### src/rtl/rf_pkg.sv
// Shared sizing defaults, address-width helper and typedefs for the scoreboarded register file.
package rf_pkg;
    localparam int XLEN_DEFAULT  = 32;
    localparam int NREGS_DEFAULT = 32;
    localparam int ZERO_REG      = 0;

    function automatic int addr_width(input int nregs);
        return (nregs > 1) ? $clog2(nregs) : 1;
    endfunction

    typedef logic [XLEN_DEFAULT-1:0]              reg_data_t;
    typedef logic [addr_width(NREGS_DEFAULT)-1:0] reg_addr_t;
endpackage

### src/rtl/rf_sb_bits.sv
// Pending-bit scoreboard: one flop per register, issue-set beats write-back-clear.
// RF_WRITE_BYPASS_EN makes the rsN_busy lookups see a same-cycle write-back clear.
module rf_sb_bits import rf_pkg::*; #(
    parameter int NREGS = NREGS_DEFAULT,
    parameter int AW    = addr_width(NREGS)
) (
    input  logic             clk,
    input  logic             reset,
    input  logic             set,
    input  logic [AW-1:0]    set_addr,
    input  logic             clr,
    input  logic [AW-1:0]    clr_addr,
    input  logic [AW-1:0]    rs1_addr,
    input  logic [AW-1:0]    rs2_addr,
    output logic             rs1_busy,
    output logic             rs2_busy,
    output logic             busy_any,
    output logic [NREGS-1:0] pending
);
    logic [NREGS-1:0] set_vec;
    logic [NREGS-1:0] clr_vec;
    logic [NREGS-1:0] pending_next;
    logic [NREGS-1:0] visible;

    always_comb begin
        set_vec           = '0;
        clr_vec           = '0;
        set_vec[set_addr] = set;
        clr_vec[clr_addr] = clr;
        set_vec[ZERO_REG] = 1'b0;  // x0 can never be in flight
        pending_next      = set_vec | (pending & ~clr_vec);
    end

    always_ff @(posedge clk or posedge reset) begin
        if (reset) pending <= '0;
        else       pending <= pending_next;
    end

`ifdef RF_WRITE_BYPASS_EN
    assign visible = pending & ~(clr_vec & ~set_vec);
`else
    assign visible = pending;
`endif

    assign rs1_busy = visible[rs1_addr];
    assign rs2_busy = visible[rs2_addr];
    assign busy_any = |pending;
endmodule

### src/rtl/rf_scoreboard_regfile.sv
// Integer register file with main write port, handshaked long-latency write-back and pending scoreboard.
// RF_WRITE_BYPASS_EN forwards same-cycle write data to the read ports and debug tap.
module rf_scoreboard_regfile import rf_pkg::*; #(
    parameter int XLEN  = XLEN_DEFAULT,
    parameter int NREGS = NREGS_DEFAULT,
    parameter int AW    = addr_width(NREGS)
) (
    input  logic            clk,
    input  logic            reset,
    input  logic [AW-1:0]   rs1_addr,
    input  logic [AW-1:0]   rs2_addr,
    output logic [XLEN-1:0] rs1_data,
    output logic [XLEN-1:0] rs2_data,
    output logic            rs1_busy,
    output logic            rs2_busy,
    input  logic            wr_en,
    input  logic [AW-1:0]   wr_addr,
    input  logic [XLEN-1:0] wr_data,
    input  logic            sb_set,
    input  logic [AW-1:0]   sb_addr,
    input  logic            lw_valid,
    input  logic [AW-1:0]   lw_addr,
    input  logic [XLEN-1:0] lw_data,
    output logic            lw_ready,
    output logic            busy_any,
    output logic            err_waw,
    input  logic [AW-1:0]   dbg_addr,
    output logic [XLEN-1:0] dbg_data
);
    logic [XLEN-1:0]        regs [NREGS];
    logic [NREGS-1:0]       pending;
    logic                   lw_fire;
    logic [2:0][AW-1:0]     rd_addr;
    logic [2:0][XLEN-1:0]   rd_val;

    // Main pipeline always wins the single write slot; write-back waits.
    assign lw_ready = !wr_en;
    assign lw_fire  = lw_valid && lw_ready;

    always_ff @(posedge clk or posedge reset) begin
        if (reset) begin
            for (int i = 0; i < NREGS; i++) regs[i] <= '0;
        end else if (wr_en) begin
            if (wr_addr != AW'(ZERO_REG)) regs[wr_addr] <= wr_data;
        end else if (lw_fire && lw_addr != AW'(ZERO_REG)) begin
            regs[lw_addr] <= lw_data;
        end
    end

    always_ff @(posedge clk or posedge reset) begin
        if (reset)                                  err_waw <= 1'b0;
        else if (wr_en && wr_addr != AW'(ZERO_REG) && pending[wr_addr]) err_waw <= 1'b1;
    end

    rf_sb_bits #(.NREGS(NREGS), .AW(AW)) u_sb (
        .clk      (clk),
        .reset    (reset),
        .set      (sb_set),
        .set_addr (sb_addr),
        .clr      (lw_fire),
        .clr_addr (lw_addr),
        .rs1_addr (rs1_addr),
        .rs2_addr (rs2_addr),
        .rs1_busy (rs1_busy),
        .rs2_busy (rs2_busy),
        .busy_any (busy_any),
        .pending  (pending)
    );

    assign rd_addr = {dbg_addr, rs2_addr, rs1_addr};

    always_comb begin
        for (int p = 0; p < 3; p++) begin
            rd_val[p] = regs[rd_addr[p]];
`ifdef RF_WRITE_BYPASS_EN
            if (!reset && rd_addr[p] != AW'(ZERO_REG)) begin
                if (wr_en && wr_addr == rd_addr[p])        rd_val[p] = wr_data;
                else if (lw_fire && lw_addr == rd_addr[p]) rd_val[p] = lw_data;
            end
`endif
        end
    end

    assign rs1_data = rd_val[0];
    assign rs2_data = rd_val[1];
    assign dbg_data = rd_val[2];
endmodule

### config.mk
export PLATFORM = sky130hd
export DESIGN_NAME = rf_scoreboard_regfile
export DESIGN_NICKNAME = d
export VERILOG_FILES = /design/src/rtl/rf_pkg.sv /design/src/rtl/rf_sb_bits.sv /design/src/rtl/rf_scoreboard_regfile.sv
export SDC_FILE = /design/constraint.sdc
export NUM_CORES = 2
export LEC_CHECK = 0
export ABC_CLOCK_PERIOD_IN_PS = 45900
export CORE_UTILIZATION = 60
export CTS_BUF_LIST = sky130_fd_sc_hd__clkbuf_4 sky130_fd_sc_hd__clkbuf_8
export DETAILED_ROUTE_END_ITERATION = 10
export HOLD_SLACK_MARGIN = 0.05
export PLACE_DENSITY_LB_ADDON = 0.25
export SYNTH_ARGS = -nofsm -noshare
export SYNTH_HDL_FRONTEND = slang
export SYNTH_SLANG_ARGS = --single-unit
### constraint.sdc
create_clock -name clk -period 45.9 [get_ports clk]
set_clock_uncertainty 0.2 [all_clocks]
set_input_delay 4.59 -clock clk [delete_from_list [all_inputs] [get_ports clk]]
set_output_delay 4.59 -clock clk [all_outputs]
set_load 0.02 [all_outputs]
==> results.toml <==
[sta]
setup_tns_ns = 0
final_hold_viol_count = 0
fmax_mhz = 67.8
setup_viol = 0
period_needed_ns = 14.75
rsz0062_at_grt = "no"
slew_headroom_pct = -0.874
post-route-period-util_pct = 32.1
fin_ws_ns = 31.15
worst_pin_slew_ns = 1.51
finalMaxSlewViolations = 10

[placed_design]
dp_slack_ns = 31.28
dp.final_hpwl_mm = 157
globalplace.congestion = 0.927
place.port_buffers = 199

[clock_tree]
clkTransAtPathRegs_ns = 0.06
clk_latency_ns = 0.96
cts_hold_buf = 0
cts_resized = 0
numCtsBuffers = 181
clk_path_buf_depth = 3
clock_sinks = 1057
cts_tree = "yes"
root_buffer = "clkbuf_8"
cts_setup_buffers = 0
htreeDepth = 4

[floorplanning]
die_w_um = 349
num_rows = 127
die_area_mm2 = 0.122
die_h_um = 349
initial_core_util_pct = 60.4
core_area_mm2 = 0.120
num_io_pins = 200

[global_route]
antenna_found_initial = 15
grt_max_degree = 169
overflow = 0
grt.total_usage_pct = 49.1
grt_pass1_vias = 60009
grt_first_pass_wirelength_mm = 425

[drt]
drt_wl_total_mm = 297
first_pass_iters = 8
drcViolationCount = 0
vias = 60108
wl_per_cell_um = 43.9
postRouteAntennaNets = 0
first_iter_violations = 11191
vias_per_cell = 8.87

[run_status]
violations = "slew limit"
status = "finished, violations left"

[synthesis]
async_flop_share_pct = 100
synth_seq_area_share_pct = 36.5
synth.distinct_cells = 38
synth-edff-count = 0
syn_area_per_cell_um2 = 13.8
yosysTopAreaCell = "dfrtp_1"
yosys-top-cells-area = "dfrtp_1, mux4_2, mux2_2"
synthMuxAreaShare_pct = 47.7
synthAdderAreaFrac_pct = 0
synth.most_common_cell = "dfrtp_1"
synthXorXnorAreaFrac_pct = 0
yosys.area_share.simple_pct = 1.67
syn_area_mm2 = 0.0724
synth_top_family_by_area = "multiplexers"
synth_warnings = 0
synth_top_area_share_pct = 36.5
synth_top_flop_cell = "dfrtp_1"
syn_inst = 5262
synth-compound-area-share_pct = 9.46
ys_top_cells_by_count = "dfrtp_1, mux2_2, o22ai_1, mux4_2, clkbuf_1"
synthesis.nets = 5361
synth_seq_cells = 1057

[setup_path]
start_kind = "input port"
arrival_ns = 9.96
reg2reg_slack_ns = 44.13
cp_max_fo = 88
path_class = "in2out"
worstPathRequired_ns = 41.11
crit_path_end_kind = "primary output"

[worst_hold_path]
hold_class = "reg2reg"

[layout]
area_growth_pct = 8.41
drive_gt1_share_pct = 50.7
layout.nets = 5112

[power]
power_leakage_nw = 32.0
powerDensity_mw_per_mm2 = 28.3
irDropWorstVdd_mv = 0.0278

[flow_run]
max-cap-violations = 0
## flip-flops by register name (all words and copies together) (netlist names)
signal        cells
regs           1024
err_waw           1
u_sb.pending     32
## cell families after synthesis
| family | count (synthesis) |
|---|---|
| buffers and inverters | 789 |
| multiplexers | 2078 |
| AND/OR/NAND/NOR | 245 |
| AO/OA/AOI/OAI | 1093 |
| flip-flops | 1057 |
## critical path: stages
cell	delay, ns
buf_8	0.63
buf_4	0.78
buf_4	0.90
buf_4	1.00
mux4_2	0.61
mux4_2	0.51
mux2_2	0.31
clkdlybuf4s50_1	0.55
## where the power goes
group	switching, W	internal, W
logic	0.000187	0.000110
clock network	0.000430	0.000516
registers	0.0000233	0.000953
total	0.000640	0.00158
## stage by stage
step | total power (W) | utilization [%] | std cells | hold slack (ns) | instance area, µm²
after floorplan | 0.00118 | - | 5262 | 0.258 | 72400
after global placement | 0.00127 | 62.2 | 6442 | 0.192 | 74600
after detailed placement | 0.00128 | 62.2 | 6442 | 0.202 | 74600
after CTS | 0.00220 | 65.5 | 6762 | 0.215 | 78500
after global routing | 0.00226 | 65.5 | 6763 | 0.231 | 78500
final | 0.00222 | 65.5 | 6774 | 0.218 | 78500
## per-layer routing
layer | up-vias | routed length, µm | GRT usage, %
li1 | 21178 | - | -
met1 | 30596 | 93000 | 59.7
met2 | 6422 | 123000 | 66.5
met3 | 1887 | 53000 | 24.9
met4 | 25 | 28000 | 37.3
met5 | - | 230 | 1.06
## cell usage in the layout (no fill, tap or decap), types with 4 or more instances in the layout
| master | instances |
|---|---|
| a22oi_2 | 31 |
| and3b_1 | 8 |
| buf_4 | 157 |
| buf_8 | 6 |
| clkbuf_4 | 51 |
| clkbuf_8 | 236 |
| clkdlybuf4s50_1 | 183 |
| clkinv_2 | 21 |
| clkinvlp_4 | 7 |
| dfrtp_1 | 1057 |
| diode_2 | 12 |
| mux2_1 | 66 |
| mux2_2 | 1024 |
| mux4_2 | 988 |
| nand2_1 | 66 |
| nand2_2 | 55 |
| nand2_4 | 7 |
| nand3_1 | 64 |
| nand3b_1 | 5 |
| nor2b_1 | 4 |
| nor3b_2 | 6 |
| nor4_1 | 8 |
| o21ai_0 | 62 |
| o22ai_1 | 992 |
## final cells by class
type | count | area [µm²]
Fill cell | 8711 | 41300
Clock inverter | 33 | 272
Inverter | 3 | 20.0
Sequential cell | 1057 | 26500
Antenna cell | 12 | 30.0
Tap cell | 1612 | 2020
Timing Repair Buffer | 354 | 3190
Multi-Input combinational cell | 3416 | 42900
Clock buffer | 287 | 3630
## path summary, 6_finish.rpt
path	startpoint	end	cells after the start
worst max-delay path	rs2_addr[1]	rs2_data[1]	8
worst min-delay path	regs[997]	regs[997]	0
worst max register to register	u_sb.pending[12]	err_waw	4
worst min register to register	regs[997]	regs[997]	0
max in group asynchronous	reset	regs[845]	6
min in group asynchronous	reset	u_sb.pending[31]	2
(Power assumes the default switching activity.)
==> variant (same settings) <==
Set the package constant `ZERO_REG` to 1 (it was 0).
--- a/src/rtl/rf_pkg.sv
+++ b/src/rtl/rf_pkg.sv
@@ -2,7 +2,7 @@
 package rf_pkg;
     localparam int XLEN_DEFAULT  = 32;
     localparam int NREGS_DEFAULT = 32;
-    localparam int ZERO_REG      = 0;
+    localparam int ZERO_REG      = 1;
 
     function automatic int addr_width(input int nregs);
         return (nregs > 1) ? $clog2(nregs) : 1;
Function: not settled (the Yosys comparison gave no result); the edit may change what the design does.
==> variant against the unedited design <==
- the run still ends with slew limit left
- sequential share of layout area decreased by 0.086 points
- first-iteration DRC count fell by 5.4%
- sequential cell count did not move
- cell area increased by 0.26%
- critical path depth unchanged
- clock power grew 2.4%
- routed wire length is 0.35% higher
- worst setup slack improved by 0.13 ns
- count of clock-buffer cells in the layout fell by 2
- core utilization up 0.17 points
- area after synthesis grew 0.14%
- final cell count up 0.12%
- power up 1.1%
- largest cell class unchanged
==> variant: results (changes against the unedited design) <==
Run status
  • Outcome: finished with violations (unchanged)
  • Failing checks: slew limit (unchanged)

Placement
  • Area after DPL: 0.0746 mm2 (about the same)
  • Place WS: 31.27 ns (was 31.28 ns)
  • Cell Count Post-Placement: 6,435 (was 6,442)
  • Hpwl dp: 159 mm (was 157 mm)

Drt
  • Via count: 60,429 (was 60,108)
  • DR vias/cell: 8.91 (was 8.87)
  • Met3 wire length: 53.2 mm (was 53.0 mm)
  • WL met1: 93.9 mm (was 93.0 mm)
  • Routed len/inst: 44.0 um (was 43.9 um)
  • DR iter-0 viols: 10,592 (was 11,191)
  • First drt pass iteration count: 9 (was 8)
  • Met2 WL: 121 mm (was 123 mm)

Layout
  • Area growth, synth to finish: 8.53% (was 8.41%)
  • Buffering overhead: 0.0404 (was 0.0406)
  • # clk buffers: 285 (was 287)
  • Signal inverters: 3 (unchanged)
  • Plain + repair buffers: 348 (was 354)
  • Clk cell area share: 0.0514 (was 0.0497)
  • Fraction of area in multi-input gates: 0.546 (about the same)
  • Layout Nets: 5,106 (was 5,112)
  • Seq area share: 0.336 (was 0.337)
  • #MultiIn Comb: 3,415 (was 3,416)
  • Inserted Diodes: 15 (was 12)
  • Share of layout cells above drive strength 1: 0.507 (about the same)
  • Fillers: 8,615 (was 8,711)

Global route
  • Pin count of the biggest net entering global routing: 160 (was 169)
  • GRT met3 Usage: 0.246 (was 0.249)
  • Total GRT Usage: 0.493 (was 0.491)
  • Vias in the first global route: 59,109 (was 60,009)
  • Grt met2 use: 0.651 (was 0.665)
  • Global-route wire length before repair: 424 mm (was 425 mm)
  • Initial antenna violation count: 12 (was 15)
  • GR Layer Usage met1: 0.610 (was 0.597)

Synthesis
  • Syn. warnings: 0 (unchanged)
  • Post-synthesis mux area share: 0.476 (was 0.477)
  • Sequential area share after synthesis: 0.365 (about the same)
  • List of most frequent post-synthesis cells: 1,057 x dfrtp_1, 1,024 x mux2_2, 992 x o22ai_1 (unchanged)
  • Synth top area cells: dfrtp_1 36%, mux4_2 31%, mux2_2 16% (was dfrtp_1 37%, mux4_2 31%, mux2_2 16%)
  • Compound-Gate Fraction of Synth Area: 0.0961 (was 0.0946)
  • Post-Syn Area per Cell: 13.8 um2 (about the same)
  • Post-synth cell types: 36 (was 38)

Timing
  • Rel. slew slack: -0.0629 (was -0.00874)
  • Fin crit share: 0.319 (was 0.321)
  • Pins over their slew limit: 20 (was 10)

Clock network
  • Clk pin slew, worst setup/hold paths: 0.07 ns
  • Inserted Clock Buffers: 182 (was 181)
  • Clk Latency, worst-skew pair: 0.94 ns (was 0.96 ns)
  • Clock root buffer: clkbuf_8 (unchanged)

Worst setup path
  • Worst stage delay on the critical path: 0.85 ns (was 1.00 ns)
  • Crit-path leading delay family: buffers and inverters (unchanged)
  • Arr. time, crit path: 9.84 ns (was 9.96 ns)
  • Maximum fanout along the worst path: 70 (was 88)

Power and ir drop
  • Static leakage: 0.0322 uW (was 0.0320 uW)
  • VDD IR max: 0.0000299 V (was 0.0000278 V)
-- variant: cell types whose count changed after synthesis, moves of 2 or more --
cell,delta
a22oi_1,-23
a22oi_2,+23
buf_2,-11
clkbuf_1,+11
nor3_1,+2
nor3_2,-2
-- variant: worst paths after layout --
kind / startpoint / endpoint / slack (ns) / cells past startpoint
max in group asynchronous: reset / regs[625]$_DFFE_PP0P_ / 37.68 / 6
worst max-delay path: rs1_addr[0] / rs1_data[10] / 31.27 / 8
min in group asynchronous: reset / regs[62]$_DFFE_PP0P_ / 4.01 / 2
worst min-delay path: regs[960]$_DFFE_PP0P_ / regs[960]$_DFFE_PP0P_ / 0.22 / 0
worst max register to register: u_sb.pending[11]$_DFF_PP0_ / err_waw$_DFFE_PP0P_ / 44.15 / 4
worst min register to register: regs[960]$_DFFE_PP0P_ / regs[960]$_DFFE_PP0P_ / 0.22 / 0
-- variant: where the power goes --
group	switching [uW]	internal [uW]
registers	22.8	953
clock network	435	534
logic	188	110
total	647	1600
